<file path="src/rtl/risc_mgmt_arbiter_if.sv">
// Bundle between the RISC-MGMT arbiter, the core pipeline and the N_EXT extensions.
// master is the arbiter's view; slave is the core/extension side.
interface risc_mgmt_arbiter_if #(
  parameter int N_EXT   = 4,
  parameter int CAUSE_W = 4
);
  localparam int OWN_W = (N_EXT > 1) ? $clog2(N_EXT) : 1;

  logic                       decode_valid;
  logic                       pipe_stall;
  logic                       flush;
  logic [N_EXT-1:0]           ext_claim;
  logic [N_EXT-1:0]           ext_done;
  logic [N_EXT-1:0]           ext_reg_w;
  logic [N_EXT*5-1:0]         ext_rsel_d;
  logic [N_EXT*32-1:0]        ext_reg_wdata;
  logic [N_EXT-1:0]           ext_req_mem;
  logic [N_EXT-1:0]           ext_mem_ren;
  logic [N_EXT-1:0]           ext_mem_wen;
  logic [N_EXT*32-1:0]        ext_mem_addr;
  logic [N_EXT*32-1:0]        ext_mem_store;
  logic [N_EXT-1:0]           ext_exception;
  logic [N_EXT*CAUSE_W-1:0]   ext_ex_cause;
  logic                       dmem_busy;
  logic [31:0]                dmem_load;

  logic                       dmem_ren;
  logic                       dmem_wen;
  logic [31:0]                dmem_addr;
  logic [31:0]                dmem_store;
  logic [N_EXT-1:0]           ext_mem_busy;
  logic [31:0]                ext_mem_load;
  logic                       active_insn;
  logic [OWN_W-1:0]           owner;
  logic                       decode_bubble;
  logic                       execute_stall;
  logic                       reg_w;
  logic [4:0]                 rsel_d;
  logic [31:0]                reg_wdata;
  logic                       exception;
  logic [OWN_W+CAUSE_W-1:0]   ex_cause;
  logic                       timeout;

  modport master (
    input  decode_valid, pipe_stall, flush, ext_claim, ext_done, ext_reg_w,
           ext_rsel_d, ext_reg_wdata, ext_req_mem, ext_mem_ren, ext_mem_wen,
           ext_mem_addr, ext_mem_store, ext_exception, ext_ex_cause,
           dmem_busy, dmem_load,
    output dmem_ren, dmem_wen, dmem_addr, dmem_store, ext_mem_busy, ext_mem_load,
           active_insn, owner, decode_bubble, execute_stall, reg_w, rsel_d,
           reg_wdata, exception, ex_cause, timeout
  );

  modport slave (
    output decode_valid, pipe_stall, flush, ext_claim, ext_done, ext_reg_w,
           ext_rsel_d, ext_reg_wdata, ext_req_mem, ext_mem_ren, ext_mem_wen,
           ext_mem_addr, ext_mem_store, ext_exception, ext_ex_cause,
           dmem_busy, dmem_load,
    input  dmem_ren, dmem_wen, dmem_addr, dmem_store, ext_mem_busy, ext_mem_load,
           active_insn, owner, decode_bubble, execute_stall, reg_w, rsel_d,
           reg_wdata, exception, ex_cause, timeout
  );
endinterface

</file>
<file path="src/rtl/risc_mgmt_arbiter.sv">
// RISC-MGMT dispatch/arbitration: one owning extension per instruction, its traffic muxed
// onto the core path, hazard generation and a stall watchdog against hung extensions.
module risc_mgmt_arbiter #(
  parameter int N_EXT     = 4,
  parameter int CAUSE_W   = 4,
  parameter int MAX_STALL = 255
) (
  input  logic                 CLK,
  input  logic                 nRST,
  risc_mgmt_arbiter_if.master  bus
);

  localparam int OWN_W = (N_EXT > 1) ? $clog2(N_EXT) : 1;
  localparam int WD_W  = $clog2(MAX_STALL + 1);
  localparam logic [WD_W-1:0] WD_LIMIT = WD_W'(MAX_STALL - 1);

  typedef enum logic [1:0] {IDLE, EXEC, MEM, FLUSH_WAIT} state_t;

  state_t            state_q, state_d;
  logic [OWN_W-1:0]  owner_q, owner_d;
  logic [WD_W-1:0]   wd_q, wd_d;

  logic              sel_done, sel_req, sel_ren, sel_wen, sel_regw, sel_exc;
  logic [4:0]        sel_rsel;
  logic [31:0]       sel_wdata, sel_addr, sel_store;
  logic [CAUSE_W-1:0] sel_cause;

  logic              regw_d, exc_d, tmo_d, fw_load;
  logic [CAUSE_W-1:0] cause_d;

  logic              reg_w_vld_p1, exc_vld_p1, tmo_vld_p1;
  logic [4:0]        rsel_p1;
  logic [31:0]       wdata_p1;
  logic [OWN_W+CAUSE_W-1:0] cause_p1;

  logic              fw_ren, fw_wen;
  logic [31:0]       fw_addr, fw_store;
  logic [N_EXT-1:0]  mem_busy;

  function automatic logic [OWN_W-1:0] first_claim(input logic [N_EXT-1:0] c);
    logic [OWN_W-1:0] idx;
    idx = '0;
    for (int i = N_EXT - 1; i >= 0; i--) begin
      if (c[i]) idx = OWN_W'(i);
    end
    return idx;
  endfunction

  // Saturates so a long memory wait cannot wrap the watchdog back below the limit.
  function automatic logic [WD_W-1:0] wd_inc(input logic [WD_W-1:0] v);
    return (v >= WD_W'(MAX_STALL)) ? v : v + 1'b1;
  endfunction

  always_comb begin
    sel_done  = 1'b0;
    sel_req   = 1'b0;
    sel_ren   = 1'b0;
    sel_wen   = 1'b0;
    sel_regw  = 1'b0;
    sel_exc   = 1'b0;
    sel_rsel  = '0;
    sel_wdata = '0;
    sel_addr  = '0;
    sel_store = '0;
    sel_cause = '0;
    for (int i = 0; i < N_EXT; i++) begin
      if (owner_q == OWN_W'(i)) begin
        sel_done  = bus.ext_done[i];
        sel_req   = bus.ext_req_mem[i];
        sel_ren   = bus.ext_mem_ren[i];
        sel_wen   = bus.ext_mem_wen[i];
        sel_regw  = bus.ext_reg_w[i];
        sel_exc   = bus.ext_exception[i];
        sel_rsel  = bus.ext_rsel_d[i*5 +: 5];
        sel_wdata = bus.ext_reg_wdata[i*32 +: 32];
        sel_addr  = bus.ext_mem_addr[i*32 +: 32];
        sel_store = bus.ext_mem_store[i*32 +: 32];
        sel_cause = bus.ext_ex_cause[i*CAUSE_W +: CAUSE_W];
      end
    end
  end

  // Priority inside an instruction: flush, then done, then watchdog, then memory request.
  always_comb begin
    state_d = state_q;
    owner_d = owner_q;
    wd_d    = wd_q;
    regw_d  = 1'b0;
    exc_d   = 1'b0;
    tmo_d   = 1'b0;
    cause_d = sel_cause;
    fw_load = 1'b0;
    case (state_q)
      IDLE: begin
        if (bus.decode_valid && (|bus.ext_claim) && !bus.pipe_stall && !bus.flush) begin
          state_d = EXEC;
          owner_d = first_claim(bus.ext_claim);
        end
      end
      EXEC: begin
        wd_d = wd_inc(wd_q);
        if (bus.flush) begin
          state_d = IDLE;
        end else if (sel_done) begin
          state_d = IDLE;
          regw_d  = sel_regw && !sel_exc;
          exc_d   = sel_exc;
        end else if (wd_q >= WD_LIMIT) begin
          state_d = IDLE;
          exc_d   = 1'b1;
          tmo_d   = 1'b1;
          cause_d = '1;
        end else if (sel_req) begin
          state_d = MEM;
        end
      end
      MEM: begin
        wd_d = wd_inc(wd_q);
        if (bus.flush) begin
          if (bus.dmem_busy) begin
            state_d = FLUSH_WAIT;
            fw_load = 1'b1;
          end else begin
            state_d = IDLE;
          end
        end else if (!bus.dmem_busy) begin
          if (wd_q >= WD_LIMIT) begin
            state_d = IDLE;
            exc_d   = 1'b1;
            tmo_d   = 1'b1;
            cause_d = '1;
          end else begin
            state_d = EXEC;
          end
        end
      end
      FLUSH_WAIT: begin
        if (!bus.dmem_busy) state_d = IDLE;
      end
      default: state_d = IDLE;
    endcase
    if (state_d == IDLE) wd_d = '0;
  end

  // Stage p1: registered commit/exception pulses
  always_ff @(posedge CLK) begin
    if (!nRST) begin
      state_q      <= IDLE;
      owner_q      <= '0;
      wd_q         <= '0;
      reg_w_vld_p1 <= 1'b0;
      exc_vld_p1   <= 1'b0;
      tmo_vld_p1   <= 1'b0;
    end else begin
      state_q      <= state_d;
      owner_q      <= owner_d;
      wd_q         <= wd_d;
      reg_w_vld_p1 <= regw_d;
      exc_vld_p1   <= exc_d;
      tmo_vld_p1   <= tmo_d;
    end
  end

  always_ff @(posedge CLK) begin
    rsel_p1  <= sel_rsel;
    wdata_p1 <= sel_wdata;
    cause_p1 <= {owner_q, cause_d};
    if (fw_load) begin
      fw_ren   <= sel_ren;
      fw_wen   <= sel_wen;
      fw_addr  <= sel_addr;
      fw_store <= sel_store;
    end
  end

  always_comb begin
    mem_busy = '0;
    for (int i = 0; i < N_EXT; i++) begin
      mem_busy[i] = (state_q == MEM) && (owner_q == OWN_W'(i)) && bus.dmem_busy;
    end
  end

  // A flushed access keeps its captured strobes on the bus until the slave lets go.
  assign bus.dmem_ren   = (state_q == MEM) ? sel_ren   : (state_q == FLUSH_WAIT) ? fw_ren   : 1'b0;
  assign bus.dmem_wen   = (state_q == MEM) ? sel_wen   : (state_q == FLUSH_WAIT) ? fw_wen   : 1'b0;
  assign bus.dmem_addr  = (state_q == MEM) ? sel_addr  : (state_q == FLUSH_WAIT) ? fw_addr  : 32'd0;
  assign bus.dmem_store = (state_q == MEM) ? sel_store : (state_q == FLUSH_WAIT) ? fw_store : 32'd0;

  assign bus.ext_mem_busy  = mem_busy;
  assign bus.ext_mem_load  = bus.dmem_load;
  assign bus.active_insn   = (state_q != IDLE);
  assign bus.owner         = owner_q;
  assign bus.decode_bubble = (state_q == EXEC) || (state_q == MEM);
  assign bus.execute_stall = (state_q != IDLE);

  assign bus.reg_w     = reg_w_vld_p1;
  assign bus.rsel_d    = reg_w_vld_p1 ? rsel_p1  : 5'd0;
  assign bus.reg_wdata = reg_w_vld_p1 ? wdata_p1 : 32'd0;
  assign bus.exception = exc_vld_p1;
  assign bus.ex_cause  = exc_vld_p1 ? cause_p1 : '0;
  assign bus.timeout   = tmo_vld_p1;

endmodule

</file>
<file path="src/flat_wrapper.sv">
// flat-port wrapper written by rule: the top's interface ports become plain ports
module risc_mgmt_arbiter_flat 
#(
  parameter int N_EXT     = 4,
  parameter int CAUSE_W   = 4,
  parameter int MAX_STALL = 255
)
  (CLK, nRST, bus_decode_valid, bus_pipe_stall, bus_flush, bus_ext_claim, bus_ext_done, bus_ext_reg_w, bus_ext_rsel_d, bus_ext_reg_wdata, bus_ext_req_mem, bus_ext_mem_ren, bus_ext_mem_wen, bus_ext_mem_addr, bus_ext_mem_store, bus_ext_exception, bus_ext_ex_cause, bus_dmem_busy, bus_dmem_load, bus_dmem_ren, bus_dmem_wen, bus_dmem_addr, bus_dmem_store, bus_ext_mem_busy, bus_ext_mem_load, bus_active_insn, bus_owner, bus_decode_bubble, bus_execute_stall, bus_reg_w, bus_rsel_d, bus_reg_wdata, bus_exception, bus_ex_cause, bus_timeout);
  risc_mgmt_arbiter_if #(.N_EXT(N_EXT), .CAUSE_W(CAUSE_W)) bus_i ();
  input  logic CLK;
  input  logic nRST;
  input wire logic [$bits(bus_i.decode_valid)-1:0] bus_decode_valid;
  input wire logic [$bits(bus_i.pipe_stall)-1:0] bus_pipe_stall;
  input wire logic [$bits(bus_i.flush)-1:0] bus_flush;
  input wire logic [$bits(bus_i.ext_claim)-1:0] bus_ext_claim;
  input wire logic [$bits(bus_i.ext_done)-1:0] bus_ext_done;
  input wire logic [$bits(bus_i.ext_reg_w)-1:0] bus_ext_reg_w;
  input wire logic [$bits(bus_i.ext_rsel_d)-1:0] bus_ext_rsel_d;
  input wire logic [$bits(bus_i.ext_reg_wdata)-1:0] bus_ext_reg_wdata;
  input wire logic [$bits(bus_i.ext_req_mem)-1:0] bus_ext_req_mem;
  input wire logic [$bits(bus_i.ext_mem_ren)-1:0] bus_ext_mem_ren;
  input wire logic [$bits(bus_i.ext_mem_wen)-1:0] bus_ext_mem_wen;
  input wire logic [$bits(bus_i.ext_mem_addr)-1:0] bus_ext_mem_addr;
  input wire logic [$bits(bus_i.ext_mem_store)-1:0] bus_ext_mem_store;
  input wire logic [$bits(bus_i.ext_exception)-1:0] bus_ext_exception;
  input wire logic [$bits(bus_i.ext_ex_cause)-1:0] bus_ext_ex_cause;
  input wire logic [$bits(bus_i.dmem_busy)-1:0] bus_dmem_busy;
  input wire logic [$bits(bus_i.dmem_load)-1:0] bus_dmem_load;
  output wire logic [$bits(bus_i.dmem_ren)-1:0] bus_dmem_ren;
  output wire logic [$bits(bus_i.dmem_wen)-1:0] bus_dmem_wen;
  output wire logic [$bits(bus_i.dmem_addr)-1:0] bus_dmem_addr;
  output wire logic [$bits(bus_i.dmem_store)-1:0] bus_dmem_store;
  output wire logic [$bits(bus_i.ext_mem_busy)-1:0] bus_ext_mem_busy;
  output wire logic [$bits(bus_i.ext_mem_load)-1:0] bus_ext_mem_load;
  output wire logic [$bits(bus_i.active_insn)-1:0] bus_active_insn;
  output wire logic [$bits(bus_i.owner)-1:0] bus_owner;
  output wire logic [$bits(bus_i.decode_bubble)-1:0] bus_decode_bubble;
  output wire logic [$bits(bus_i.execute_stall)-1:0] bus_execute_stall;
  output wire logic [$bits(bus_i.reg_w)-1:0] bus_reg_w;
  output wire logic [$bits(bus_i.rsel_d)-1:0] bus_rsel_d;
  output wire logic [$bits(bus_i.reg_wdata)-1:0] bus_reg_wdata;
  output wire logic [$bits(bus_i.exception)-1:0] bus_exception;
  output wire logic [$bits(bus_i.ex_cause)-1:0] bus_ex_cause;
  output wire logic [$bits(bus_i.timeout)-1:0] bus_timeout;
  assign bus_i.decode_valid = bus_decode_valid;
  assign bus_i.pipe_stall = bus_pipe_stall;
  assign bus_i.flush = bus_flush;
  assign bus_i.ext_claim = bus_ext_claim;
  assign bus_i.ext_done = bus_ext_done;
  assign bus_i.ext_reg_w = bus_ext_reg_w;
  assign bus_i.ext_rsel_d = bus_ext_rsel_d;
  assign bus_i.ext_reg_wdata = bus_ext_reg_wdata;
  assign bus_i.ext_req_mem = bus_ext_req_mem;
  assign bus_i.ext_mem_ren = bus_ext_mem_ren;
  assign bus_i.ext_mem_wen = bus_ext_mem_wen;
  assign bus_i.ext_mem_addr = bus_ext_mem_addr;
  assign bus_i.ext_mem_store = bus_ext_mem_store;
  assign bus_i.ext_exception = bus_ext_exception;
  assign bus_i.ext_ex_cause = bus_ext_ex_cause;
  assign bus_i.dmem_busy = bus_dmem_busy;
  assign bus_i.dmem_load = bus_dmem_load;
  assign bus_dmem_ren = bus_i.dmem_ren;
  assign bus_dmem_wen = bus_i.dmem_wen;
  assign bus_dmem_addr = bus_i.dmem_addr;
  assign bus_dmem_store = bus_i.dmem_store;
  assign bus_ext_mem_busy = bus_i.ext_mem_busy;
  assign bus_ext_mem_load = bus_i.ext_mem_load;
  assign bus_active_insn = bus_i.active_insn;
  assign bus_owner = bus_i.owner;
  assign bus_decode_bubble = bus_i.decode_bubble;
  assign bus_execute_stall = bus_i.execute_stall;
  assign bus_reg_w = bus_i.reg_w;
  assign bus_rsel_d = bus_i.rsel_d;
  assign bus_reg_wdata = bus_i.reg_wdata;
  assign bus_exception = bus_i.exception;
  assign bus_ex_cause = bus_i.ex_cause;
  assign bus_timeout = bus_i.timeout;
  risc_mgmt_arbiter #(.N_EXT(N_EXT), .CAUSE_W(CAUSE_W), .MAX_STALL(MAX_STALL)) u_core (.CLK(CLK), .nRST(nRST), .bus(bus_i));
endmodule
</file>
<file path="config.mk">
export PLATFORM = sky130hd
export DESIGN_NAME = risc_mgmt_arbiter_flat
export DESIGN_NICKNAME = d
export VERILOG_FILES = /design/src/rtl/risc_mgmt_arbiter_if.sv /design/src/rtl/risc_mgmt_arbiter.sv /design/src/flat_wrapper.sv
export SDC_FILE = /design/constraint.sdc
export NUM_CORES = 1
export LEC_CHECK = 0
export BUFFER_PORTS_ARGS = -buffer_cell sky130_fd_sc_hd__buf_4
export CAP_MARGIN = 20
export CORE_AREA = 2 2 246 248
export CTS_CLUSTER_SIZE = 24
export DETAILED_ROUTE_END_ITERATION = 16
export DIE_AREA = 0 0 248 250
export PLACE_DENSITY = 0.44
export SETUP_SLACK_MARGIN = 0.1
export SLEW_MARGIN = 30
export SYNTH_ARGS = -nofsm -noshare
export SYNTH_HDL_FRONTEND = slang
export SYNTH_SLANG_ARGS = --single-unit
</file>
<file path="constraint.sdc">
create_clock -name CLK -period 10.9 [get_ports CLK]
set_clock_uncertainty 0.15 [all_clocks]
set_input_delay 2.18 -clock CLK [delete_from_list [all_inputs] [get_ports CLK]]
set_output_delay 2.18 -clock CLK [all_outputs]
set_load 0.02 [all_outputs]
</file>
==> out/metrics.yaml <==
async_set_or_reset_flop_fraction_in_the_synthesized_netlist_pct: 0
gr-usage-all-layers_pct: 11.7
worst_slew_margin_rel_pct: 42.4
ctsRootBufferMaster: "sky130_fd_sc_hd__clkbuf_16"
detail_route.wirelength.met1_um: 14500
ys.warnings.count: 0
grt_remaining_overflow: 0
hold_start: "u_core.wd_q[5]$_SDFFE_PP0P_"
min_to: "u_core.wd_q[5]$_SDFFE_PP0P_"
worst_hold_path_type: "flip-flop to flip-flop"
detailedRoute.firstIterationViolations: 299
power_leakage_nw: 5.45
drv_cap: 0
timing_max_transition_violations_final: 0
placement_rows: 90
postSynthCellCount: 527
netlist.area_leader.share_pct: 32.9
grt_first_pass_wirelength_um: 51600
wirelength_um: 36600
met2WireLength_um: 18300
cts_tree: "yes"
die_x_um: 248
syn_area_um2: 7590
synth.top_cells.by_area: "sky130_fd_sc_hd__mux4_2 (33%), sky130_fd_sc_hd__edfxtp_1 (26%), sky130_fd_sc_hd__dfxtp_1 (15%), sky130_fd_sc_hd__a22o_1 (7.6%), sky130_fd_sc_hd__and2_1 (3.6%)"
p_int_mw: 1.24
core_um2: 59600
gpl.final_weighted_congestion: 0.932
layout_commonest_cell: "sky130_fd_sc_hd__buf_4"
critical-path-slowest-cell: "sky130_fd_sc_hd__nor2b_4"
met3WireLength_um: 3290
maxClockFrequency_mhz: 178
boundaryPins: 639
path_clk_slew_ps: 60
peakVddDrop_mv: 0.0982
grt_setup_unrepaired: "false"
hold-path-cell-count: 2
numCtsBuffers: 17
dr.max_layer_used: "met5"
starting_density_of_the_core_pct: 12.7
mostFrequentLayoutCells: "sky130_fd_sc_hd__buf_4 (582), sky130_fd_sc_hd__mux4_2 (111), sky130_fd_sc_hd__a22o_1 (66), sky130_fd_sc_hd__edfxtp_1 (66), sky130_fd_sc_hd__dfxtp_1 (56)"
post_route_ant_nets: 0
switching_share_pct: 32.8
cts.hold.buffers_added: 0
clock_tree.htree_level_count: 4
via_count_of_the_first_global_routing_pass: 7659
timing_hold_violations_final: 0
ff2ff_setup_slack_ps: 8010
comb_power_share_pct: 36.6
drt_drc_violations_left: 0
port_buffers: 574
timing.reg2reg.worst_path_depth: 5
place_hpwl_um: 29800
crit_path_end_kind: "output port"
worstPathMaxFanout: 37
crit_path_cell_trace: "inv_1 -> ha_4 -> nor2b_4 -> buf_4 -> buf_4 -> a22o_1 -> buf_4"
setup_viol_count_final: 0
cts-root-to-sink-buffers: 2
critical_path_arrival_ps: 3290
num-nets-final: 1545
post_drt_wl_per_cell_um: 19.8
power.share.clock_pct: 32.5
power_switching_mw: 0.606
cpMostUsedCell: "sky130_fd_sc_hd__buf_4"
worst-path-buf-inv: 4
synth_fp_nets: 1020
r2r-end: "u_core.cause_p1[2]$_DFF_P_"
cp.required_ps: 8570
clock-sinks: 124
critical-path-top-delay-family: "buffers and inverters"
setup-tns-final_ps: 0
antenna_found_initial: 9
power.density_nw_per_um2: 140
ctsResizeCount: 0
worstSetupStartpointType: "flip-flop"
timing.final.crit_period_ps: 5620
min_period_over_period_pct: 51.6
total_power_mw: 1.85
transition_time_of_the_tightest_slew_check_pin_ps: 864
critical_path.max_stage_delay_ps: 460
p_seq_share_pct: 30.9
drt_pass1_iterations: 4
synth.yosys.seq_area_share_pct: 41.4
post_synth.cell_area_avg_um2: 14.4
n_fill_cell: 6449
synth-main-ff-cell: "sky130_fd_sc_hd__edfxtp_1"
synth_enable_flop_cells: 66
run_status: "finished, final reports clean"
routed-via-count: 7034
grt_start_max_net_pins: 68
design.die.area_um2: 62000
worst_r2r_startpoint: "u_core.bus.owner[0]$_SDFFE_PN0P_"
cts_post_setup_buffers_inserted: 0
die-height_um: 250
clock_latency_ps: 460
proportion_of_layout_cells_with_a_drive_suffix_above_1_pct: 69.3
synth.largest_area_cell: "sky130_fd_sc_hd__mux4_2"
path_class: "flip-flop to output port"
synthDistinctLibCells: 38
synthToLayoutAreaGrowth_pct: 73.5
post_drt_via_cell_ratio: 3.80
yosys_register_bits: 124
-- cell families after synthesis --
logic type / synth area share [%]
XOR/XNOR: 0.807
AO/OA/AOI/OAI: 10.4
flip-flops: 41.4
multiplexers: 33.1
adder cells (fa/ha/maj): 1.15
buffers and inverters: 6.46
AND/OR/NAND/NOR: 6.77
-- metal layers --
| layer | up-vias | global-route usage (%) |
|---|---|---|
| li1 | 3167 | - |
| met1 | 3515 | 13.4 |
| met2 | 312 | 19.6 |
| met3 | 36 | 4.71 |
| met4 | 4 | 3.71 |
| met5 | - | 0 |
-- sequential cells by signal, indices dropped and copies added, names as in the netlist --
register,cells
u_core.bus.exception,1
u_core.bus.owner,2
u_core.wdata_p1,32
u_core.bus.timeout,1
u_core.fw_addr,32
u_core.rsel_p1,5
u_core.bus.reg_w,1
u_core.cause_p1,6
u_core.wd_q,8
u_core.fw_store,32
u_core.fw_ren,1
u_core.fw_wen,1
u_core.state_q,2
-- worst max path at each step --
stage                                       from                end  depth (start not counted)
floorplan                  bus_ext_mem_addr[126]  bus_dmem_addr[30]                          2
global placement              bus_ext_mem_ren[3]       bus_dmem_ren                          4
CTS                 u_core.state_q[0]$_SDFF_PN0_       bus_dmem_ren                          7
global route        u_core.state_q[0]$_SDFF_PN0_       bus_dmem_ren                          7
finish              u_core.state_q[0]$_SDFF_PN0_       bus_dmem_ren                          7
detailed placement            bus_ext_mem_ren[3]       bus_dmem_ren                          4
-- cell type report --
type	count	area [um2]	share of cell area [%]
Timing Repair Buffer	583	4390	33.3
Sequential cell	124	3150	23.9
Multi-Input combinational cell	311	3990	30.3
Tap cell	782	978	7.43
Clock inverter	10	100	0.760
Clock buffer	22	507	3.85
Inverter	15	56.3	0.427
Antenna cell	2	5.00	0.0380
-- worst min-delay path, stage by stage, from the launching register on --
cell,delay (ps)
sky130_fd_sc_hd__dfxtp_1,340
sky130_fd_sc_hd__xnor2_1,160
sky130_fd_sc_hd__a21oi_1,40
-- through the flow --
stage / std cells / cell area [um2] / setup WS (ps) / hold WS [ps] / utilization (%)
final: 1849 / 13200 / 5280 / 425 / 22.1
after global routing: 1847 / 13200 / 4960 / 439 / 22.1
after CTS: 1847 / 13200 / 5050 / 425 / 22.1
after detailed placement: 1815 / 12600 / 5210 / 410 / 21.1
after global placement: 1815 / 12600 / 5200 / 404 / 21.1
after floorplan: 527 / 7590 / 5620 / 294 / -
-- power groups by stage --
| stage | clock network (mW) | registers, mW | logic [mW] |
|---|---|---|---|
| after global placement | 0 | 0.580 | 0.684 |
| after floorplan | 0 | 0.565 | 0.384 |
| after detailed placement | 0 | 0.581 | 0.689 |
| after global routing | 0.648 | 0.577 | 0.724 |
| after CTS | 0.635 | 0.571 | 0.690 |
| final | 0.599 | 0.570 | 0.675 |
-- cells in the mapped netlist (2+ instances only) --
cell type	count
sky130_fd_sc_hd__mux4_2	111
sky130_fd_sc_hd__a22o_1	66
sky130_fd_sc_hd__edfxtp_1	66
sky130_fd_sc_hd__dfxtp_1	58
sky130_fd_sc_hd__and2_1	44
sky130_fd_sc_hd__buf_4	33
sky130_fd_sc_hd__clkbuf_1	29
sky130_fd_sc_hd__inv_1	15
sky130_fd_sc_hd__nor2_1	15
sky130_fd_sc_hd__buf_2	11
sky130_fd_sc_hd__a21oi_1	10
sky130_fd_sc_hd__ha_1	7
sky130_fd_sc_hd__nand2_1	7
sky130_fd_sc_hd__o21ai_0	7
sky130_fd_sc_hd__xnor2_1	7
sky130_fd_sc_hd__nand3_1	6
sky130_fd_sc_hd__nor3_1	5
sky130_fd_sc_hd__buf_1	3
sky130_fd_sc_hd__nor3b_1	3
sky130_fd_sc_hd__o211ai_1	3
sky130_fd_sc_hd__and3_1	2
sky130_fd_sc_hd__nor2b_1	2
sky130_fd_sc_hd__o221a_2	2
Note: power is estimated with default switching activity, not from simulation.
